**src/rtl/multicycle_ctrl.sv**
```systemverilog
// multicycle_ctrl: step sequencer and decoder for the 5-step multicycle CPU datapath.
// Drives datapath enables and mux selects from the instruction in iIR. It also handles
// memory wait states, beq/bne/br, early retirement of branches and stw, and illegal-opcode detection.
// Optional feature: define CTRL_MEM_TIMEOUT_EN to abort memory stalls after TIMEOUT_CYCLES
// stalled cycles and raise the sticky oFault flag.
module multicycle_ctrl #(
  parameter int EARLY_RETIRE   = 1,
  parameter int TIMEOUT_CYCLES = 15
) (
  input  logic        iClk,
  input  logic        iRst,
  input  logic [31:0] iIR,
  input  logic        iMemReady,
  input  logic        iALUZero,
  output logic [4:0]  oStep,
  output logic        oIREn,
  output logic        oPCEn,
  output logic        oPCTempEn,
  output logic        oRFWrite,
  output logic        oBSel,
  output logic        oINCSel,
  output logic        oMASel,
  output logic        oPCSel,
  output logic [1:0]  oCSel,
  output logic [1:0]  oYSel,
  output logic [3:0]  oALUOp,
  output logic        oMemRead,
  output logic        oMemWrite,
  output logic        oRetire,
  output logic        oIllegal,
  output logic        oFault
);

  typedef enum logic [2:0] {T1, T2, T3, T4, T5} step_t;

  localparam logic [3:0] ALU_ADD = 4'b0000;
  localparam logic [3:0] ALU_SUB = 4'b0001;

  step_t r_step;
  step_t w_nextStep;

  logic [5:0]  w_opcode;
  logic [10:0] w_opx;
  logic w_isAddi, w_isBr, w_isBne, w_isBeq, w_isStw, w_isLdw;
  logic w_isRtype, w_isAdd, w_isSub, w_isLegal, w_isBranch, w_isMem;
  logic w_takeBranch, w_memReq, w_stall, w_expire;
  logic w_unusedIr;

  assign w_opcode  = iIR[5:0];
  assign w_opx     = iIR[16:6];
  assign w_isAddi  = (w_opcode == 6'h04);
  assign w_isBr    = (w_opcode == 6'h06);
  assign w_isBne   = (w_opcode == 6'h1E);
  assign w_isBeq   = (w_opcode == 6'h26);
  assign w_isStw   = (w_opcode == 6'h15);
  assign w_isLdw   = (w_opcode == 6'h17);
  assign w_isRtype = (w_opcode == 6'h3A);
  assign w_isAdd   = w_isRtype && (w_opx == 11'h031);
  assign w_isSub   = w_isRtype && (w_opx == 11'h039);
  assign w_isLegal = w_isAddi | w_isBr | w_isBne | w_isBeq | w_isStw | w_isLdw | w_isAdd | w_isSub;
  assign w_isBranch = w_isBr | w_isBne | w_isBeq;
  assign w_isMem    = w_isLdw | w_isStw;
  assign w_takeBranch = w_isBr | (w_isBeq & iALUZero) | (w_isBne & ~iALUZero);

  // Upper immediate bits are consumed by the datapath, not by the controller.
  assign w_unusedIr = ^iIR[31:17];

  // Memory is only requested during fetch and during the T4 of loads and stores.
  assign w_memReq = (r_step == T1) || ((r_step == T4) && w_isMem);
  assign w_stall  = w_memReq && !iMemReady;

`ifdef CTRL_MEM_TIMEOUT_EN
  logic [7:0] r_waitCnt;
  logic       r_fault;

  // A stall that reaches the limit is abandoned in that same cycle; a late ready still wins.
  assign w_expire = w_stall && (r_waitCnt == 8'(TIMEOUT_CYCLES - 1));
  assign oFault   = r_fault;

  // Count consecutive stalled cycles and latch the sticky fault on expiry.
  always_ff @(posedge iClk) begin
    if (iRst) begin
      r_waitCnt <= 8'd0;
      r_fault   <= 1'b0;
    end else begin
      if (w_expire) r_fault <= 1'b1;
      if (w_expire || !w_stall || (w_nextStep != r_step)) r_waitCnt <= 8'd0;
      else r_waitCnt <= r_waitCnt + 8'd1;
    end
  end
`else
  logic [7:0] w_unusedTimeout;

  assign w_unusedTimeout = 8'(TIMEOUT_CYCLES);
  assign w_expire = 1'b0;
  assign oFault   = 1'b0;
`endif

  // Step register; reset returns to fetch and discards any instruction in flight.
  always_ff @(posedge iClk) begin
    if (iRst) r_step <= T1;
    else r_step <= w_nextStep;
  end

  // Next-step selection and per-step datapath controls.
  always_comb begin
    w_nextStep = r_step;
    oStep      = 5'b00001 << r_step;
    oIREn      = 1'b0;
    oPCEn      = 1'b0;
    oPCTempEn  = 1'b0;
    oRFWrite   = 1'b0;
    oBSel      = 1'b0;
    oINCSel    = 1'b0;
    oMASel     = 1'b0;
    oPCSel     = 1'b1;
    oCSel      = 2'b00;
    oYSel      = 2'b00;
    oALUOp     = ALU_ADD;
    oMemRead   = 1'b0;
    oMemWrite  = 1'b0;
    oRetire    = 1'b0;
    oIllegal   = 1'b0;

    case (r_step)
      T1: begin
        oMemRead = 1'b1;
        oMASel   = 1'b1;
        if (iMemReady) begin
          oIREn      = 1'b1;
          oPCEn      = 1'b1;
          w_nextStep = T2;
        end
      end
      T2: begin
        if (!w_isLegal) begin
          oIllegal   = 1'b1;
          oRetire    = 1'b1;
          w_nextStep = T1;
        end else begin
          w_nextStep = T3;
        end
      end
      T3: begin
        oPCTempEn = 1'b1;
        if (w_isAddi || w_isLdw || w_isStw) begin
          oBSel = 1'b1;
        end else if (w_isSub || w_isBeq || w_isBne) begin
          oALUOp = ALU_SUB;
        end
        if (w_isBranch && w_takeBranch) begin
          oINCSel = 1'b1;
          oPCEn   = 1'b1;
        end
        if (w_isBranch && (EARLY_RETIRE != 0)) begin
          oRetire    = 1'b1;
          w_nextStep = T1;
        end else begin
          w_nextStep = T4;
        end
      end
      T4: begin
        if (w_isLdw) begin
          oMemRead = 1'b1;
          oYSel    = 2'b01;
        end
        if (w_isStw) oMemWrite = 1'b1;
        if (!w_isMem) begin
          w_nextStep = T5;
        end else if (iMemReady) begin
          if (w_isStw && (EARLY_RETIRE != 0)) begin
            oRetire    = 1'b1;
            w_nextStep = T1;
          end else begin
            w_nextStep = T5;
          end
        end
      end
      T5: begin
        oRFWrite   = w_isAdd | w_isSub | w_isAddi | w_isLdw;
        oCSel      = w_isRtype ? 2'b01 : 2'b00;
        oRetire    = 1'b1;
        w_nextStep = T1;
      end
      default: w_nextStep = T1;
    endcase

    if (w_expire) begin
      oMemRead   = 1'b0;
      oMemWrite  = 1'b0;
      oIREn      = 1'b0;
      oPCEn      = 1'b0;
      oRFWrite   = 1'b0;
      oRetire    = 1'b0;
      w_nextStep = T1;
    end

    if (iRst) begin
      w_nextStep = T1;
      oStep      = 5'b00001;
      oIREn      = 1'b0;
      oPCEn      = 1'b0;
      oPCTempEn  = 1'b0;
      oRFWrite   = 1'b0;
      oBSel      = 1'b0;
      oINCSel    = 1'b0;
      oMASel     = 1'b0;
      oPCSel     = 1'b0;
      oCSel      = 2'b00;
      oYSel      = 2'b00;
      oALUOp     = ALU_ADD;
      oMemRead   = 1'b0;
      oMemWrite  = 1'b0;
      oRetire    = 1'b0;
      oIllegal   = 1'b0;
    end
  end

endmodule

```
**config.mk**
```make
export PLATFORM = sky130hd
export DESIGN_NAME = multicycle_ctrl
export DESIGN_NICKNAME = d
export VERILOG_FILES = /design/src/rtl/multicycle_ctrl.sv
export SDC_FILE = /design/constraint.sdc
export NUM_CORES = 1
export LEC_CHECK = 0
export BUFFER_PORTS_ARGS = -buffer_cell sky130_fd_sc_hd__buf_2
export CAP_MARGIN = 10
export CORE_UTILIZATION = 35
export DETAILED_ROUTE_END_ITERATION = 10
export HOLD_SLACK_MARGIN = 0.05
export PLACE_DENSITY = 0.92
export SYNTH_ARGS = -nofsm -noshare
export SYNTH_HDL_FRONTEND = slang
export SYNTH_SLANG_ARGS = --single-unit
```
**constraint.sdc**
```tcl
create_clock -name iClk -period 2 [get_ports iClk]
set_input_delay 0.3 -clock iClk [delete_from_list [all_inputs] [get_ports iClk]]
set_output_delay 0.3 -clock iClk [all_outputs]
set_load 0.005 [all_outputs]
```
# ---- Word level (Yosys, flattened, before mapping)
# Cells that the tools add are included.
dict set report word_totals {
  reg_bits 3
  inputBits 36
  word_cells 94
}
dict set report op_classes {
  eq_ne 15
  shift 1
  muxes 50
  n_bitwise 18
  reduce_logical 9
}
# op count
set ops {}
lappend ops {{1-bit 2-to-1 mux} 36}
lappend ops {{11-bit by 6-bit == test with 1-bit output (second input constant)} 2}
lappend ops {{6-bit by 5-bit == test with 1-bit output (second input constant)} 3}
lappend ops {{1-bit OR} 15}
lappend ops {{6-bit by 3-bit == test with 1-bit output (second input constant)} 2}
lappend ops {{6-bit == test (second input constant)} 2}
lappend ops {{3-bit 2-to-1 mux} 4}
lappend ops {{3-bit case mux with 4 select lines} 1}
lappend ops {{2-bit 2-to-1 mux} 4}
lappend ops {{3-bit by 2-bit == test with 1-bit output (second input constant)} 2}
lappend ops {{5-bit 2-to-1 mux} 1}
lappend ops {{1-bit by 3-bit << shifter with 5-bit output (first input constant)} 1}
lappend ops {{1-bit logical OR} 4}
lappend ops {{4-bit 2-to-1 mux} 1}
lappend ops {{1-bit case mux with 2 select lines} 2}
lappend ops {{1-bit case mux with 4 select lines} 1}
lappend ops {{3-bit by 1-bit == test with 1-bit output (second input constant)} 1}
lappend ops {{3-bit == test (second input constant)} 1}
lappend ops {{1-bit logical AND} 3}
lappend ops {{3-bit logical NOT} 1}
lappend ops {{3-bit inequality test (second input constant)} 1}
lappend ops {{1-bit AND} 2}
lappend ops {{2-bit inequality test (second input constant)} 1}
lappend ops {{2-bit AND reduction} 1}
lappend ops {{1-bit inverter} 1}

# ---- Longest topological paths before layout
dict set report logic_depth {
  depth_word 11
  ltp_mapped 6
  mapped_depth_nobuf 6
}

# ---- Least setup slack after synthesis
# OpenSTA, ideal clock, no wires.
dict set report synth_timing {
  path_type {input-to-output}
  start {input iIR[0]}
  end {output oALUOp[0]}
  arrival_ns 1.274
  required_ns 1.700
  setup_slack_ns 0.426
  cell_stages 5
  cell_sequence {and2b_2 nand4_1 or3_4 nor2_1 o221a_2}
}
dict set report synth_via {
  elab_chain_len 8
  elab_cells_between_ends 15
  classes_between {eq/ne (6); mux (4); reduce/logical (5)}
}
# element line
set synth_rtl {}
lappend synth_rtl {{from (decl)} 12} ;# input logic [31:0] iIR,
lappend synth_rtl {{6-bit == test} 57} ;# assign w_isRtype = (w_opcode == 6'h3A);
lappend synth_rtl {{1-bit logical AND} 59} ;# assign w_isSub = w_isRtype && (w_opx == 11'h039);
lappend synth_rtl {{1-bit logical OR (2 in series)} 148} ;# end else if (w_isSub || w_isBeq || w_isBne) begin
lappend synth_rtl {{1-bit 2-to-1 mux} 148}
lappend synth_rtl {{1-bit 2-to-1 mux *} 146} ;# if (w_isAddi || w_isLdw || w_isStw) begin
lappend synth_rtl {{1-bit 2-to-1 mux *} 125} ;# case (r_step)
lappend synth_rtl {{4-bit 2-to-1 mux *} 198} ;# if (iRst) begin
lappend synth_rtl {{to (decl)} 26} ;# output logic [3:0] oALUOp,
# Mark *: on every way between the ends. The rest lies on a longest branch, timed or not.

# ---- Final worst setup path
dict set report layout_timing {
  start {input iIR[0]}
  end {output oRetire}
}
dict set report layout_via {
  elab_chain_len 11
  elab_cells_between_ends 26
  classes_between {eq/ne (7); mux (7); bitwise (10); reduce/logical (2)}
}
# element line
set layout_rtl {}
lappend layout_rtl {{6-bit by 3-bit == test with 1-bit output (on tied branches)} {51, 52}}
lappend layout_rtl {{1-bit OR (7 in series)} 60} ;# assign w_isLegal = w_isAddi | w_isBr | w_isBne | w_isBeq | w_isStw | w_isLdw | w_isAdd | w_isSub;
lappend layout_rtl {{1-bit 2-to-1 mux} 136} ;# if (!w_isLegal) begin
lappend layout_rtl {{1-bit case mux with 4 select lines *} 125}
lappend layout_rtl {{1-bit 2-to-1 mux *} 198}
lappend layout_rtl {{to (decl)} 29} ;# output logic oRetire,
# Marks and branches as above.

==> flow_summary.json <==
{
  "cts_setup_buffers": 0,
  "power.total_mw": 0.266,
  "yosysTopAreaCellShare": 0.110,
  "p_switching_mw": 0.0860,
  "cts_tree": "built",
  "drtIter0Drc": 11,
  "wire_per_inst_um": 10.6,
  "cts.clk_slew.worst_paths_ps": 40,
  "yosys.area_share.simple": 0.455,
  "multi_input_area_um2": 417,
  "grt_max_degree": 11,
  "final-setup-viol-count": 0,
  "vias": 751,
  "largest_reg_flops": 3,
  "die_h_um": 41.5,
  "htree_levels": 1,
  "fillCellCount": 140,
  "numPortBuffers": 40,
  "ys_async_sr_fraction": 0,
  "power.density_nw_per_um2": 351,
  "grt_pass1_wl_mm": 2.34,
  "hpwl_mm": 1.28,
  "synth-seq-cells": 3,
  "wirelength_mm": 1.52,
  "ys_seq_area_frac": 0.110,
  "cp.arrival_ps": 1630,
  "synth-edff-count": 0,
  "cp-startpoint": "iIR[0]",
  "drive_above_1_share": 0.430,
  "netlist_instances": 88,
  "gr-total-overflow": 0,
  "routabilityCongestion": 0.884,
  "io_pins": 62,
  "power_frac_comb": 0.334,
  "cellLeakagePower_nw": 0.434,
  "hold_buffers": 0,
  "dpl_cell_area_um2": 721,
  "synth_top_cells_by_area": "dfxtp_1, buf_4, nand2_1",
  "final.min_clock_period_ps": 1930,
  "crit_path_end_kind": "output pin",
  "coreArea_um2": 1380,
  "synth.area.mux_share": 0.0206,
  "drc": 0,
  "worstReg2RegStart": "r_step[0]",
  "synth.cell_area_um2": 547,
  "drtAntennaViolNets": 0,
  "die_area_um2": 1720,
  "syn_area_per_cell_um2": 6.21,
  "setup_tns_ps": 0,
  "area_delta_synth_final_pct": 38.4,
  "dp_cells": 139,
  "maxSlewViolCount": 0,
  "clockPowerShare": 0.419,
  "die-width_um": 41.5,
  "synth_top_family_by_area": "simple AND/OR/NAND/NOR gates",
  "yosysWarnings": 0,
  "synth_cell_types": 33,
  "synth_top_area_cell": "dfxtp_1",
  "fin_cells": 143,
  "hold_viol": 0,
  "antenna_found_initial": 0,
  "p_int_mw": 0.180,
  "via_per_inst": 5.25,
  "num_rows": 13,
  "gr-usage-all-layers": 0.172,
  "status": "completed",
  "cts-root-buf": "clkbuf_4",
  "p_seq_frac": 0.247,
  "crit_required_ps": 1700,
  "startpoint_type": "input port",
  "grt_pass1_vias": 576,
  "cts_made_buffers": 3,
  "maxCapViolCount": 0,
  "hold_start": "iMemReady",
  "start_util": 0.395,
  "synthAdderAreaFrac": 0,
  "peakVddDrop_mv": 0.265,
  "finalCritPeriodShare": 0.964,
  "synth_compound_area_frac": 0.229,
  "first_pass_iters": 4,
  "cts_buffer_depth": 2,
  "path_class": "input port to output pin",
  "reg_top3": "r_step: 3 flops",
  "clk_latency_ps": 240,
  "swShare": 0.324,
  "hold_class": "input port to flop",
  "cp_max_fo": 7,
  "skew_ps": 10.7,
  "diodes": 0,
  "regArea_um2": 61.3,
  "final_area_um2": 757,
  "cts.sinks": 3,
  "synth_xor_area_frac": 0,
  "fmax_ghz": 0.519,
  "synth_flop_cell": "dfxtp_1",
  "regMostFlops": "r_step",
  "layout.nets": 165
}
[worst max-delay path, cell delays in order]
cell,delay (ps)
buf_2,140
and2b_2,220
nand4_1,110
or3_4,420
o21ai_0,150
o21ai_0,140
buf_2,150
[cells by family (layout without fill, tap and decap cells)]
kind of cell / after synthesis / in the layout
compound gates: 19 / 19
buf+inv: 17 / 52
flops: 3 / 3
mux: 1 / 1
other cells: 1 / 6
simple gates: 47 / 47
[path summary, 6_finish.rpt]
kind	end	slack [ps]	depth (start not counted)
worst min register to register	r_step[0]	590	2
worst max register to register	r_step[1]	850	3
worst max-delay path	oRetire	70	7
worst min-delay path	r_step[0]	360	3
[placed cells by master, fill, tap and decap left out, drive strengths merged, types with 2 or more instances in the layout]
cell type and n:
buf 41, nand2 11, nor2 10, inv 7
a21oi 7, conb 6, nor3 5, o21ai 4
or2 4, clkbuf 4, nand3 3, and3 3
dfxtp 3, o31ai 2, nor3b 2, and2b 2
[power groups by stage]
stage | clock network [mW] | registers (mW) | logic [mW]
6_report | 0.111 | 0.0655 | 0.0888
5_1_grt | 0.123 | 0.0657 | 0.0986
4_1_cts | 0.115 | 0.0654 | 0.0867
3_5_place_dp | 0 | 0.0663 | 0.0863
3_3_place_gp | 0 | 0.0662 | 0.0838
2_1_floorplan | 0 | 0.0630 | 0.0565
[per-layer routing]
layer	vias to the layer above	routed length (µm)	GRT usage
met2	37	754	0.291
met3	0	109	0.0652
met1	339	655	0.205
met5	-	0	0
li1	375	-	-
met4	0	0	0.0387
[cells in the mapped netlist, types with 2 or more instances]
master,instances
buf_4,7
nor2_1,10
dfxtp_1,3
inv_1,7
and3_1,2
a21oi_1,7
nand3_1,3
nor3b_1,2
clkbuf_1,2
o21ai_0,4
or2_2,4
nand2_1,11
o31ai_1,2
nor3_1,5
[per-stage QoR]
step	util	hold slack, ps	setup slack, ps
final	0.548	356	72.6
after global routing	0.548	371	-2.47
after CTS	0.540	352	80.2
after detailed placement	0.521	603	89.3
after global placement	0.521	602	105
after floorplan	-	439	426
[layout make-up]
| type | instances | share of cell area |
|---|---|---|
| clock buffer | 4 | 0.0347 |
| inverter | 7 | 0.0347 |
| multi-input combinational | 73 | 0.550 |
| sequential | 3 | 0.0810 |
| tap | 15 | 0.0248 |
| timing repair buffer | 41 | 0.274 |
[timing repair]
action,4_1_cts,5_1_grt
gates resized for setup,0,3
setup endpoints to repair,0,1
endpoints found under the hold margin,0,0
Note: power is estimated with default switching activity, not from simulation.
